===== config.mk =====
export PLATFORM = sky130hd
export DESIGN_NAME = pool_flatten_stream
export DESIGN_NICKNAME = d
export VERILOG_FILES = /design/src/rtl/pool_flatten_stream.sv
export SDC_FILE = /design/constraint.sdc
export NUM_CORES = 1
export LEC_CHECK = 0
export BUFFER_PORTS_ARGS = -buffer_cell sky130_fd_sc_hd__buf_2
export CORE_ASPECT_RATIO = 1.4
export CORE_MARGIN = 5
export CORE_UTILIZATION = 40
export CTS_CLUSTER_SIZE = 10
export DETAILED_ROUTE_END_ITERATION = 8
export SYNTH_ARGS = -nofsm -noshare
export SYNTH_HDL_FRONTEND = slang
export SYNTH_SLANG_ARGS = --single-unit
export TNS_END_PERCENT = 50

===== constraint.sdc =====
create_clock -name clk -period 4.74 [get_ports clk]
set_input_delay 0.237 -clock clk [delete_from_list [all_inputs] [get_ports clk]]
set_output_delay 0.237 -clock clk [all_outputs]
set_load 0.02 [all_outputs]

===== src/rtl/pool_flatten_stream.sv =====
// ---------------------------------------------------------------------------
// pool_flatten_stream
//
// Streaming POOL_SIZE x POOL_SIZE non-overlapping max/average pooling with
// optional ReLU. Pixels arrive one per handshake in channel-major raster order.
// Pooled values leave as a flattened stream ordered channel, row, column.
//
// Ports
//   clk        rising-edge clock
//   rst_pool   asynchronous active-low reset
//   start      one-cycle frame start pulse (honoured only when idle)
//   mode       0 = max, 1 = average (sampled at start)
//   relu_en    clamp negative results to 0 (sampled at start)
//   in_data    signed input pixel
//   in_valid   input pixel valid
//   in_ready   input pixel accepted when in_valid && in_ready
//   out_data   signed pooled value
//   out_index  flattened output position
//   out_valid  output valid
//   out_ready  output accepted when out_valid && out_ready
//   out_last   marks index FLAT_LEN-1
//   busy       frame in progress
//   done       one-cycle pulse at frame completion
// ---------------------------------------------------------------------------
module pool_flatten_stream #(
   parameter  int IN_WIDTH     = 10,
   parameter  int IN_HEIGHT    = 10,
   parameter  int NUM_CHANNELS = 2,
   parameter  int POOL_SIZE    = 2,
   parameter  int DATA_WIDTH   = 8,
   localparam int OUT_W        = IN_WIDTH / POOL_SIZE,
   localparam int OUT_H        = IN_HEIGHT / POOL_SIZE,
   localparam int FLAT_LEN     = NUM_CHANNELS * OUT_H * OUT_W,
   localparam int IDX_W        = (FLAT_LEN > 1) ? $clog2(FLAT_LEN) : 1
) (
   input  logic                         clk,
   input  logic                         rst_pool,
   input  logic                         start,
   input  logic                         mode,
   input  logic                         relu_en,
   input  logic signed [DATA_WIDTH-1:0] in_data,
   input  logic                         in_valid,
   output logic                         in_ready,
   output logic signed [DATA_WIDTH-1:0] out_data,
   output logic [IDX_W-1:0]             out_index,
   output logic                         out_valid,
   input  logic                         out_ready,
   output logic                         out_last,
   output logic                         busy,
   output logic                         done
);

   localparam int LOG_P  = $clog2(POOL_SIZE);
   // Sum of P*P pixels needs 2*log2(P) guard bits.
   localparam int ACC_W  = DATA_WIDTH + 2 * LOG_P;
   // One spare bit so OUT_W*P / OUT_H*P always fit for range compares.
   localparam int COL_W  = $clog2(IN_WIDTH + 1);
   localparam int ROW_W  = $clog2(IN_HEIGHT + 1);
   localparam int CH_W   = $clog2(NUM_CHANNELS + 1);
   localparam int BUF_AW = (OUT_W > 1) ? $clog2(OUT_W) : 1;

   typedef enum logic [1:0] {
      ST_IDLE  = 2'd0,
      ST_RUN   = 2'd1,
      ST_FLUSH = 2'd2,
      ST_DONE  = 2'd3
   } state_t;

   state_t                  state_r;
   logic                    mode_r;
   logic                    relu_r;
   logic                    busy_r;
   logic                    done_r;

   logic [COL_W-1:0]        col_r;
   logic [ROW_W-1:0]        row_r;
   logic [CH_W-1:0]         ch_r;
   // Running flattened-index bases: ch*OUT_H*OUT_W and (row/P)*OUT_W.
   logic [IDX_W-1:0]        ch_base_r;
   logic [IDX_W-1:0]        prow_base_r;

   logic signed [ACC_W-1:0] part_r [OUT_W];

   logic signed [DATA_WIDTH-1:0] out_data_r;
   logic [IDX_W-1:0]        out_index_r;
   logic                    out_valid_r;
   logic                    out_last_r;

   logic                    in_ready_s;
   logic                    accept_s;
   logic                    col_end_s;
   logic                    row_end_s;
   logic                    ch_end_s;
   logic                    frame_end_s;
   logic                    in_range_s;
   logic [LOG_P-1:0]        col_ph_s;
   logic [LOG_P-1:0]        row_ph_s;
   logic                    win_first_s;
   logic                    win_last_s;
   logic [BUF_AW-1:0]       bucket_s;
   logic signed [ACC_W-1:0] pix_ext_s;
   logic signed [ACC_W-1:0] entry_s;
   logic signed [ACC_W-1:0] merged_s;
   logic signed [DATA_WIDTH-1:0] pooled_s;
   logic signed [DATA_WIDTH-1:0] result_s;
   logic [IDX_W-1:0]        idx_s;

   assign in_ready_s  = (state_r == ST_RUN) && (!out_valid_r || out_ready);
   assign accept_s    = in_valid && in_ready_s;

   assign col_end_s   = (col_r == COL_W'(IN_WIDTH - 1));
   assign row_end_s   = (row_r == ROW_W'(IN_HEIGHT - 1));
   assign ch_end_s    = (ch_r == CH_W'(NUM_CHANNELS - 1));
   assign frame_end_s = col_end_s && row_end_s && ch_end_s;

   // Trailing columns/rows that do not fill a full window are dropped.
   assign in_range_s  = (col_r < COL_W'(OUT_W * POOL_SIZE)) &&
                        (row_r < ROW_W'(OUT_H * POOL_SIZE));

   // POOL_SIZE is a power of two, so the window phase is the low bits.
   assign col_ph_s    = col_r[LOG_P-1:0];
   assign row_ph_s    = row_r[LOG_P-1:0];
   assign win_first_s = (col_ph_s == {LOG_P{1'b0}}) && (row_ph_s == {LOG_P{1'b0}});
   assign win_last_s  = (col_ph_s == {LOG_P{1'b1}}) && (row_ph_s == {LOG_P{1'b1}});

   assign bucket_s    = BUF_AW'(col_r >> LOG_P);
   assign pix_ext_s   = {{(2 * LOG_P){in_data[DATA_WIDTH-1]}}, in_data};
   assign entry_s     = part_r[bucket_s];
   assign idx_s       = ch_base_r + prow_base_r + IDX_W'(bucket_s);

   // Fold the incoming pixel into its column bucket (load / max / sum).
   always_comb begin
      merged_s = pix_ext_s;
      if (win_first_s) begin
         merged_s = pix_ext_s;
      end else if (mode_r) begin
         merged_s = entry_s + pix_ext_s;
      end else if (entry_s > pix_ext_s) begin
         merged_s = entry_s;
      end else begin
         merged_s = pix_ext_s;
      end
   end

   // Final pooled value: slicing above the guard bits is an arithmetic
   // shift right (floor) whose result always fits DATA_WIDTH.
   always_comb begin
      pooled_s = merged_s[DATA_WIDTH-1:0];
      if (mode_r) begin
         pooled_s = merged_s[2 * LOG_P +: DATA_WIDTH];
      end else begin
         pooled_s = merged_s[DATA_WIDTH-1:0];
      end
   end

   assign result_s = (relu_r && pooled_s[DATA_WIDTH-1]) ? {DATA_WIDTH{1'b0}} : pooled_s;

   // Frame control FSM with registered busy/done and latched frame options.
   always_ff @(posedge clk or negedge rst_pool) begin
      if (!rst_pool) begin
         state_r <= ST_IDLE;
         busy_r  <= 1'b0;
         done_r  <= 1'b0;
         mode_r  <= 1'b0;
         relu_r  <= 1'b0;
      end else begin
         case (state_r)
            ST_IDLE: begin
               done_r <= 1'b0;
               if (start) begin
                  state_r <= ST_RUN;
                  busy_r  <= 1'b1;
                  mode_r  <= mode;
                  relu_r  <= relu_en;
               end
            end
            ST_RUN: begin
               if (accept_s && frame_end_s) begin
                  state_r <= ST_FLUSH;
               end
            end
            ST_FLUSH: begin
               // Leave once nothing is pending or the pending output drains.
               if (!out_valid_r || out_ready) begin
                  state_r <= ST_DONE;
                  busy_r  <= 1'b0;
                  done_r  <= 1'b1;
               end
            end
            ST_DONE: begin
               state_r <= ST_IDLE;
               done_r  <= 1'b0;
            end
            default: begin
               state_r <= ST_IDLE;
               busy_r  <= 1'b0;
               done_r  <= 1'b0;
            end
         endcase
      end
   end

   // Pixel position counters and flattened-index bases.
   always_ff @(posedge clk or negedge rst_pool) begin
      if (!rst_pool) begin
         col_r       <= {COL_W{1'b0}};
         row_r       <= {ROW_W{1'b0}};
         ch_r        <= {CH_W{1'b0}};
         ch_base_r   <= {IDX_W{1'b0}};
         prow_base_r <= {IDX_W{1'b0}};
      end else if ((state_r == ST_IDLE) && start) begin
         col_r       <= {COL_W{1'b0}};
         row_r       <= {ROW_W{1'b0}};
         ch_r        <= {CH_W{1'b0}};
         ch_base_r   <= {IDX_W{1'b0}};
         prow_base_r <= {IDX_W{1'b0}};
      end else if (accept_s) begin
         if (col_end_s) begin
            col_r <= {COL_W{1'b0}};
            if (row_end_s) begin
               row_r       <= {ROW_W{1'b0}};
               prow_base_r <= {IDX_W{1'b0}};
               if (ch_end_s) begin
                  ch_r      <= {CH_W{1'b0}};
                  ch_base_r <= {IDX_W{1'b0}};
               end else begin
                  ch_r      <= ch_r + CH_W'(1);
                  ch_base_r <= ch_base_r + IDX_W'(OUT_H * OUT_W);
               end
            end else begin
               row_r <= row_r + ROW_W'(1);
               if (row_ph_s == {LOG_P{1'b1}}) begin
                  prow_base_r <= prow_base_r + IDX_W'(OUT_W);
               end
            end
         end else begin
            col_r <= col_r + COL_W'(1);
         end
      end
   end

   // Partial window buffer; contents are don't-care after reset.
   always_ff @(posedge clk) begin
      if (accept_s && in_range_s) begin
         part_r[bucket_s] <= merged_s;
      end
   end

   // Single output register: loads on a window's last pixel, clears on drain.
   always_ff @(posedge clk or negedge rst_pool) begin
      if (!rst_pool) begin
         out_valid_r <= 1'b0;
         out_data_r  <= {DATA_WIDTH{1'b0}};
         out_index_r <= {IDX_W{1'b0}};
         out_last_r  <= 1'b0;
      end else if (accept_s && in_range_s && win_last_s) begin
         out_valid_r <= 1'b1;
         out_data_r  <= result_s;
         out_index_r <= idx_s;
         out_last_r  <= (idx_s == IDX_W'(FLAT_LEN - 1));
      end else if (out_ready) begin
         out_valid_r <= 1'b0;
      end
   end

   assign in_ready  = in_ready_s;
   assign out_data  = out_data_r;
   assign out_index = out_index_r;
   assign out_valid = out_valid_r;
   assign out_last  = out_last_r;
   assign busy      = busy_r;
   assign done      = done_r;

endmodule


==> results of run 1 <==
metal layers:
layer,wire [um],track usage
met5,0,0
met3,383,0.0325
met4,358,0.0600
met1,5340,0.201
met2,6610,0.294
power groups by stage:
stage          clock, mW  sequential (mW)  combinational (mW)
2_1_floorplan          0             1.43                1.80
3_3_place_gp           0             1.46                2.42
3_5_place_dp           0             1.47                2.45
4_1_cts            0.728             1.46                2.47
5_1_grt            0.760             1.49                2.72
6_report           0.712             1.45                2.46
how the worst max path moves through the flow:
stage | to | slack (ns) | depth (start not counted)
3_3_place_gp | part_r[2][1]$_DFFE_PP_ | 0.73 | 13
5_1_grt | part_r[0][3]$_DFFE_PP_ | 0.22 | 13
6_report | part_r[0][3]$_DFFE_PP_ | 0.54 | 13
2_1_floorplan | part_r[0][7]$_DFFE_PP_ | 1.27 | 14
4_1_cts | part_r[0][3]$_DFFE_PP_ | 0.61 | 13
3_5_place_dp | part_r[1][3]$_DFFE_PP_ | 0.65 | 13
metrics by stage:
stage | cells | power, mW | worst slack, ns
after floorplan | 499 | 3.24 | 1.27
after global placement | 701 | 3.88 | 0.730
after detailed placement | 701 | 3.92 | 0.646
after CTS | 717 | 4.65 | 0.609
after global routing | 717 | 4.97 | 0.215
final | 717 | 4.63 | 0.536
placed cells by master, fill, tap and decap left out, drive strengths merged, types with 5 or more instances in the layout:
master | Yosys | final
inv | 25 | 27
o21ai | 47 | 47
nand4 | 9 | 9
edfxtp | 50 | 50
nand2 | 55 | 55
nand2b | 6 | 6
mux2 | 14 | 14
nor2b | 7 | 7
xnor2 | 10 | 10
ha | 33 | 33
xor2 | 7 | 7
nand3 | 5 | 5
a31oi | 5 | 5
mux2i | 5 | 5
buf | 9 | 41
fa | 5 | 5
dfrtp | 44 | 44
a22oi | 16 | 16
nor3 | 7 | 7
clkbuf | 12 | 11
a21oi | 18 | 18
nor2 | 38 | 38
flip-flops by register name, summed over array words and instances, names as in the netlist:
| register | flops |
|---|---|
| out_last | 1 |
| col_r | 4 |
| ch_r | 2 |
| mode_r | 1 |
| prow_base_r | 6 |
| part_r | 50 |
| out_data | 8 |
| state_r | 2 |
| out_valid | 1 |
| relu_r | 1 |
| ch_base_r | 6 |
| row_r | 4 |
| busy | 1 |
| done | 1 |
| out_index | 6 |
critical path, delay by kind of cell, from the launching register on:
kind	cells	cell delay [ns]
compound gates	7	1.76
fa+ha+maj	1	0.42
buf+inv	1	0.14
flops	1	0.70
mux	1	0.37
simple gates	3	0.54
logic make-up (layout without fill, tap and decap cells):
logic type,after synthesis,after routing,share of synthesized area
buf+inv,47,83,0.0411
simple gates,148,148,0.133
flops,94,94,0.483
fa+ha+maj,38,38,0.0953
xor+xnor,17,17,0.0277
compound gates,133,133,0.168
mux,22,22,0.0511
cell type report:
cell class	count	area (sq um)
fillers	1249	7310
flip-flops and latches	94	2600
multi-input cells	358	2560
clock buffers	11	233
well taps	182	228
repair buffers	41	225
inverters	26	97.6
clock inverters	5	60.1
==> results list, run 1 <==
- Outcome: complete, no violations
- For this design the total switching power over the nets is 2.05 mW.
- Unrepaired setup endpoints after global routing: no
- List of most frequent post-synthesis cells: 54 x sky130_fd_sc_hd__nand2_1, 50 x sky130_fd_sc_hd__edfxtp_1, 44 x sky130_fd_sc_hd__dfrtp_1, 44 x sky130_fd_sc_hd__o21ai_0, 37 x sky130_fd_sc_hd__nor2_1
- After global routing the overflow that remains totals 0.
* Max transition margin: 0.248
- Ratio of final minimum period to clock period: 0.887
- Placed cell area: 5720 sq um
- Gates resized during post-CTS repair numbered 0.
- Setup TNS: 0 ns
- Data arrives at the worst endpoint at 4.27 ns.
* Via count: between 3,000 and 4,000
- Antenna Violating Nets Remaining: 0
- Insertion delay of the later-clocked pin in the worst-skew pair: 0.34 ns
- Internal power summed over all cells: 2.58 mW
* Count leader, synth: sky130_fd_sc_hd__nand2_1
- At the worst endpoint, the required time is approximately 4.8 ns.
- ANT cells: 0
- The routed design has 12.7 mm of wire.
- The clock net in this run drives a total of 94 sinks.
- Detailed placement finished with a half-perimeter wire length of 9.48 mm.
* Clock power frac: 0.154
- TritonCTS built the clock tree.
- Initial DRC count: 167
- The number of failing hold endpoints at the final stage came to 0.
- The worst register-to-register path begins at col_r[1]$_DFFE_PN0P_.
- From bottom edge to top edge, the die measures 147 um.
- Min Clock Period, post-route: 4.20 ns
- Max-slew violation count: 0
- The average instance in the mapped netlist occupies 10.8 sq um.
* Top cell type by total area after synthesis: sky130_fd_sc_hd__edfxtp_1
* Most Frequent Cell on Critical Path: sky130_fd_sc_hd__nor2_1
* Synth Instances: 499
- Core Util, Final: 0.451
- Number of max-capacitance violations reported: 0
* Post-CTS setup-driven buffer insertion count: 0
- The via count of the first global-routing pass was 3,981.
- Average wire length per cell after detail routing: 17.7 um
* Path type of the worst setup path: reg -> reg
- The most used flip-flop cell after synthesis is sky130_fd_sc_hd__edfxtp_1.
- Maximum number of pins on one net before global-route repair: 45
- Setup violations remaining at the end of the flow were counted as 0.
* Number of buffer cells added on primary ports: 33
* DRC violations left: 0
- Total Routing Usage GR: 0.167
* VDD IR max: 0.323 mV
* Register-to-register setup slack: between 0.5 and 0.6 ns
* Yosys top cell area share: 0.279
- Sw frac: 0.442
- Count of yosys warnings during synthesis: 0
- Total of flip-flops plus latches after synthesis: 94
- Post-Route Hold Slack: 0.0506 ns
- Number of nets produced by synthesis: approximately 550
- Cell Chain, Critical Path: mux2_1 > a22oi_1 > nor2_1 > a221oi_1 > inv_1 > ha_1 > nand4_1 > o21bai_1 > a32oi_2 > o21ai_1 > nor2_1 > a21boi_0 > o21ai_0
- Area of the die: 15,900 sq um
* Crit Path Max Fanout: 12
- Post-CTS Hold Fix Bufs: 0
- Distinct cell type count of the synthesized netlist: 72
- Boundary pin count: 34
* Combinational power share: 0.532
- The worst register-to-register path ends at part_r[0][3]$_DFFE_PP_.
- Clock slew at reported path FFs: around 0.060 ns
- The floorplan has 50 rows.
* FF-to-FF path depth: 13
- The first global-routing pass estimated between 20 and 25 mm of wire.
- Measured along the x axis, the die boundary spans approximately 110 um.
- Summed over all cells, the static leakage comes to 2.51 nW.
- The finished cells cover 6010 sq um.
- The share of the Yosys chip area taken by registers is 0.483.
- Skew final: 0.00720 ns
- Area growth syn-to-layout: 11.7%
- Timing-limited maximum frequency: roughly 0.24 GHz
- Async set-or-reset flop fraction in the synthesized netlist: 0.468
* Length of the first detailed-routing pass in iterations: 5
- Ranked by total cell area, the synthesized netlist is headed by sky130_fd_sc_hd__edfxtp_1 28%, sky130_fd_sc_hd__dfrtp_1 20%, sky130_fd_sc_hd__ha_1 7.7%, sky130_fd_sc_hd__o21ai_0 4.1%, sky130_fd_sc_hd__nand2_1 3.8%.
- The H-tree was split into 3 levels.
- Of the cells placed in the final design, the portion with a size suffix greater than 1 is 0.159.
* Critical path launch point: col_r[1]$_DFFE_PN0P_
- The worst setup path is captured at a register.
* Effective utilization at floorplan: 0.404
* Placer's final routability congestion estimate: 0.909
- Counting flops with a built-in enable in the synthesized netlist gives 50.
- CTS root buf: sky130_fd_sc_hd__clkbuf_16
* Core area: 13,300 sq um
* Via count normalized by instance count: roughly 5.4
- STA classifies the critical path startpoint as a register.
* # nets final: 583
- Of the total power, registers draw 0.314.
- CTS buffer count: 9
* Standard cell with the maximum stage delay on the critical path: sky130_fd_sc_hd__dfrtp_1
* PD cells: 770 nW/um^2
- Path type of the worst min-delay path: in -> async
- The mapped netlist covers 5380 sq um.
* Longest Clk Path Bufs: 2
* Slowest stage delay, CP: 0.70 ns
* Actual transition at the worst max-transition pin: 1.12 ns
- Number of antenna violations at the first check in global routing: 0
(Power assumes the default switching activity.)
==> inputs of run 2 (changes only) <==
--- a/config.mk
+++ b/config.mk
@@ -5,6 +5,7 @@
 export SDC_FILE = /design/constraint.sdc
 export NUM_CORES = 1
 export LEC_CHECK = 0
+export ABC_CLOCK_PERIOD_IN_PS = 5060
 export BUFFER_PORTS_ARGS = -buffer_cell sky130_fd_sc_hd__buf_2
 export CORE_ASPECT_RATIO = 1.4
 export CORE_MARGIN = 5
==> constraint.sdc (replaced) <==
create_clock -name clk -period 5.06 [get_ports clk]
set_input_delay 0.253 -clock clk [delete_from_list [all_inputs] [get_ports clk]]
set_output_delay 0.253 -clock clk [all_outputs]
set_load 0.02 [all_outputs]
==> results list, run 2 (synthesized netlist as in run 1, its figures left out) <==
* Outcome: complete, no violations
* Length of the first detailed-routing pass in iterations: 5
* VDD IR max: approximately 0.37 mV
* Leak Pwr: approximately 2.5 nW
* Critical path required time: roughly 5 ns
- After clock tree synthesis, the flow added hold-fix buffers numbering 0.
- At the placement stage, the worst setup path has a slack of between 0.8 and 0.9 ns.
- Unrepaired setup endpoints after global routing: no
* Timing-limited maximum frequency: between 0.2 and 0.25 GHz
- The HPWL after detailed placement is 9.40 mm.
- Slowest stage delay, CP: 0.79 ns
* Crit Path Max Fanout: 14
- Antenna Violating Nets Remaining: 0
- STA classifies the critical path startpoint as a register.
- In the detailed route, the total length drawn on met2 is 6.70 mm.
- Total Routing Usage GR: 0.166
- During placement, the flow inserted port buffers numbering 33.
- Standard cell with the maximum stage delay on the critical path: sky130_fd_sc_hd__dfrtp_1
- WL met3: 480 um
* Area of the die: 15,900 sq um
- Clock-pin slew was measured on the worst setup and hold paths at roughly 0.070 ns.
* Placer's final routability congestion estimate: 0.876
- Setup violations remaining at the end of the flow were counted as 0.
- Number of antenna violations at the first check in global routing: 0
* Slack of the critical path: 0.691 ns
- Data arrival, critical path: 4.42 ns
- Buffers added to address setup during post-CTS repair amount to 0.
* Via count normalized by instance count: 5.50
- Once layout is complete, the utilization of the core stands at 0.449.
- Compared with the post-synthesis result, the final layout area differs by 11.2%.
- Core area: 13,300 sq um
- First-pass GRT wire length: ~21 mm
- Entering global routing, the biggest net connects 45 pins.
* Setup TNS: 0 ns
* Cell family with most CP delay: compound AO/OA/AOI/OAI gates
- In the layout the commonest cells are 54 x sky130_fd_sc_hd__nand2_1, 50 x sky130_fd_sc_hd__edfxtp_1, 44 x sky130_fd_sc_hd__o21ai_0, 44 x sky130_fd_sc_hd__dfrtp_1, 37 x sky130_fd_sc_hd__nor2_1.
- Number of max-capacitance violations reported: 0
* Effective utilization at floorplan: 0.404
- Clock sink total: 94
- For the worst-skew pair, the clock arrives at the later sink with an insertion delay of 0.34 ns.
* Sequential Area: 2600 sq um
- Once the clock tree was built, the resizer swapped 0 gates to a different size.
- CTS tree: done
- The critical path goes through nor3b_2 > a22oi_1 > o21ai_0 > ha_1 > nand4_1 > o21bai_1 > a32oi_2 > o21ai_1 > a22oi_1 > o21ai_0.
* Final wirelength: 12.8 mm
- Of the available clock period, the critical path in the final layout requires 0.863.
* Highest metal layer with signal wires: met4
- Together, buffers and inverters on the worst path number 0.
* # nets final: around 580
- In this run the power density over the cells is 723 nW/um^2.
- Boundary pin count: 34
- Average wire length per cell after detail routing: about 18 um
- Of the cells placed in the final design, the portion with a size suffix greater than 1 is 0.153.
- The worst setup path is captured at a register.
* CTS buffer count: 9
- The tree is rooted in a sky130_fd_sc_hd__clkbuf_16.
* Register-to-register setup slack: 0.69 ns
- In the final layout, the multi-input gates occupy about 2600 sq um.
- Site row count: 50
- Measured against its own limit, the worst slew margin works out to 0.300.
- Between clock sinks in the finished design, the worst skew comes to 0.00633 ns.
* Fill cells: around 1,200
* Path type of the worst min-delay path: in -> async
* Min Clock Period, post-route: 4.37 ns
* Chip height: approximately 150 um
- The detailed router finished its first iteration with ~240 violations.
* Register containing the most flip-flops in the final layout: part_r
- The clock tree synthesis step divided the H-tree into 3 levels.
- The library cell used most frequently in the layout, excluding fill and tap cells, is sky130_fd_sc_hd__nand2_1.
* Overall power after layout: 4.33 mW
* Actual transition at the worst max-transition pin: around 1.0 ns
- Final hold vios: 0
* Detailed-routing wirelength on met1: ~5.3 mm
- The via count of the first global-routing pass is 3,897.
* Via count: 3,917
* DRC violations left: 0
- The critical path in this run is classified as reg -> reg.
- The die is 108 um wide.
- Overflow after GRT: 0
- Max-slew violation count: 0
* Flip-flop count of the largest register after layout: 50
- Longest Clk Path Bufs: 2
- ANT cells: 0
[run 2: cell count changes in the layout (fill, tap and decap cells not counted)]
cell and delta:
sky130_fd_sc_hd__inv_8 +1, sky130_fd_sc_hd__clkinv_1 +1, sky130_fd_sc_hd__buf_4 -5, sky130_fd_sc_hd__clkbuf_1 -2, sky130_fd_sc_hd__clkinvlp_4 -1, sky130_fd_sc_hd__clkinv_2 -1
sky130_fd_sc_hd__clkinv_4 +2
[run 2: cell type report]
class,instances,area share
inverters,26,0.0163
flip-flops and latches,94,0.435
repair buffers,36,0.0314
clock buffers,9,0.0376
multi-input cells,358,0.429
well taps,182,0.0380
clock inverters,7,0.0134
[run 2: power by group]
group / total (mW) / switching, mW / internal, mW
sequential: 1.38 / 0.222 / 1.15
clock: 0.687 / 0.297 / 0.390
combinational: 2.26 / 1.42 / 0.846
[run 2: path summary, 6_finish.rpt]
kind / start / endpoint / cells past startpoint
setup reg to reg: col_r[1]$_DFFE_PN0P_ / part_r[3][2]$_DFFE_PP_ / 10
min in group clk: relu_en / relu_r$_DFFE_PN0P_ / 3
hold reg to reg: out_index[1]$_DFFE_PN0P_ / out_index[1]$_DFFE_PN0P_ / 2
setup / recovery: col_r[1]$_DFFE_PN0P_ / part_r[3][2]$_DFFE_PP_ / 10
hold / removal: rst_pool / ch_base_r[5]$_DFFE_PN0P_ / 1
max in group asynchronous: rst_pool / mode_r$_DFFE_PN0P_ / 1
[run 2: metrics by stage]
| step | hold slack (ns) | instances | cell area [sq um] |
|---|---|---|---|
| 4_1_cts | 0.114 | 712 | 5990 |
| 5_1_grt | 0.139 | 712 | 5990 |
| 2_1_floorplan | -0.0426 | 499 | 5380 |
| 3_3_place_gp | 0.459 | 696 | 5680 |
| 3_5_place_dp | 0.456 | 696 | 5680 |
| 6_report | 0.0638 | 712 | 5990 |
[run 2: metal layers]
metal,global-route usage,vias to the layer above
met2,0.290,94
li1,-,1892
met1,0.203,1908
met5,0,-
met3,0.0224,23
met4,0.0695,0
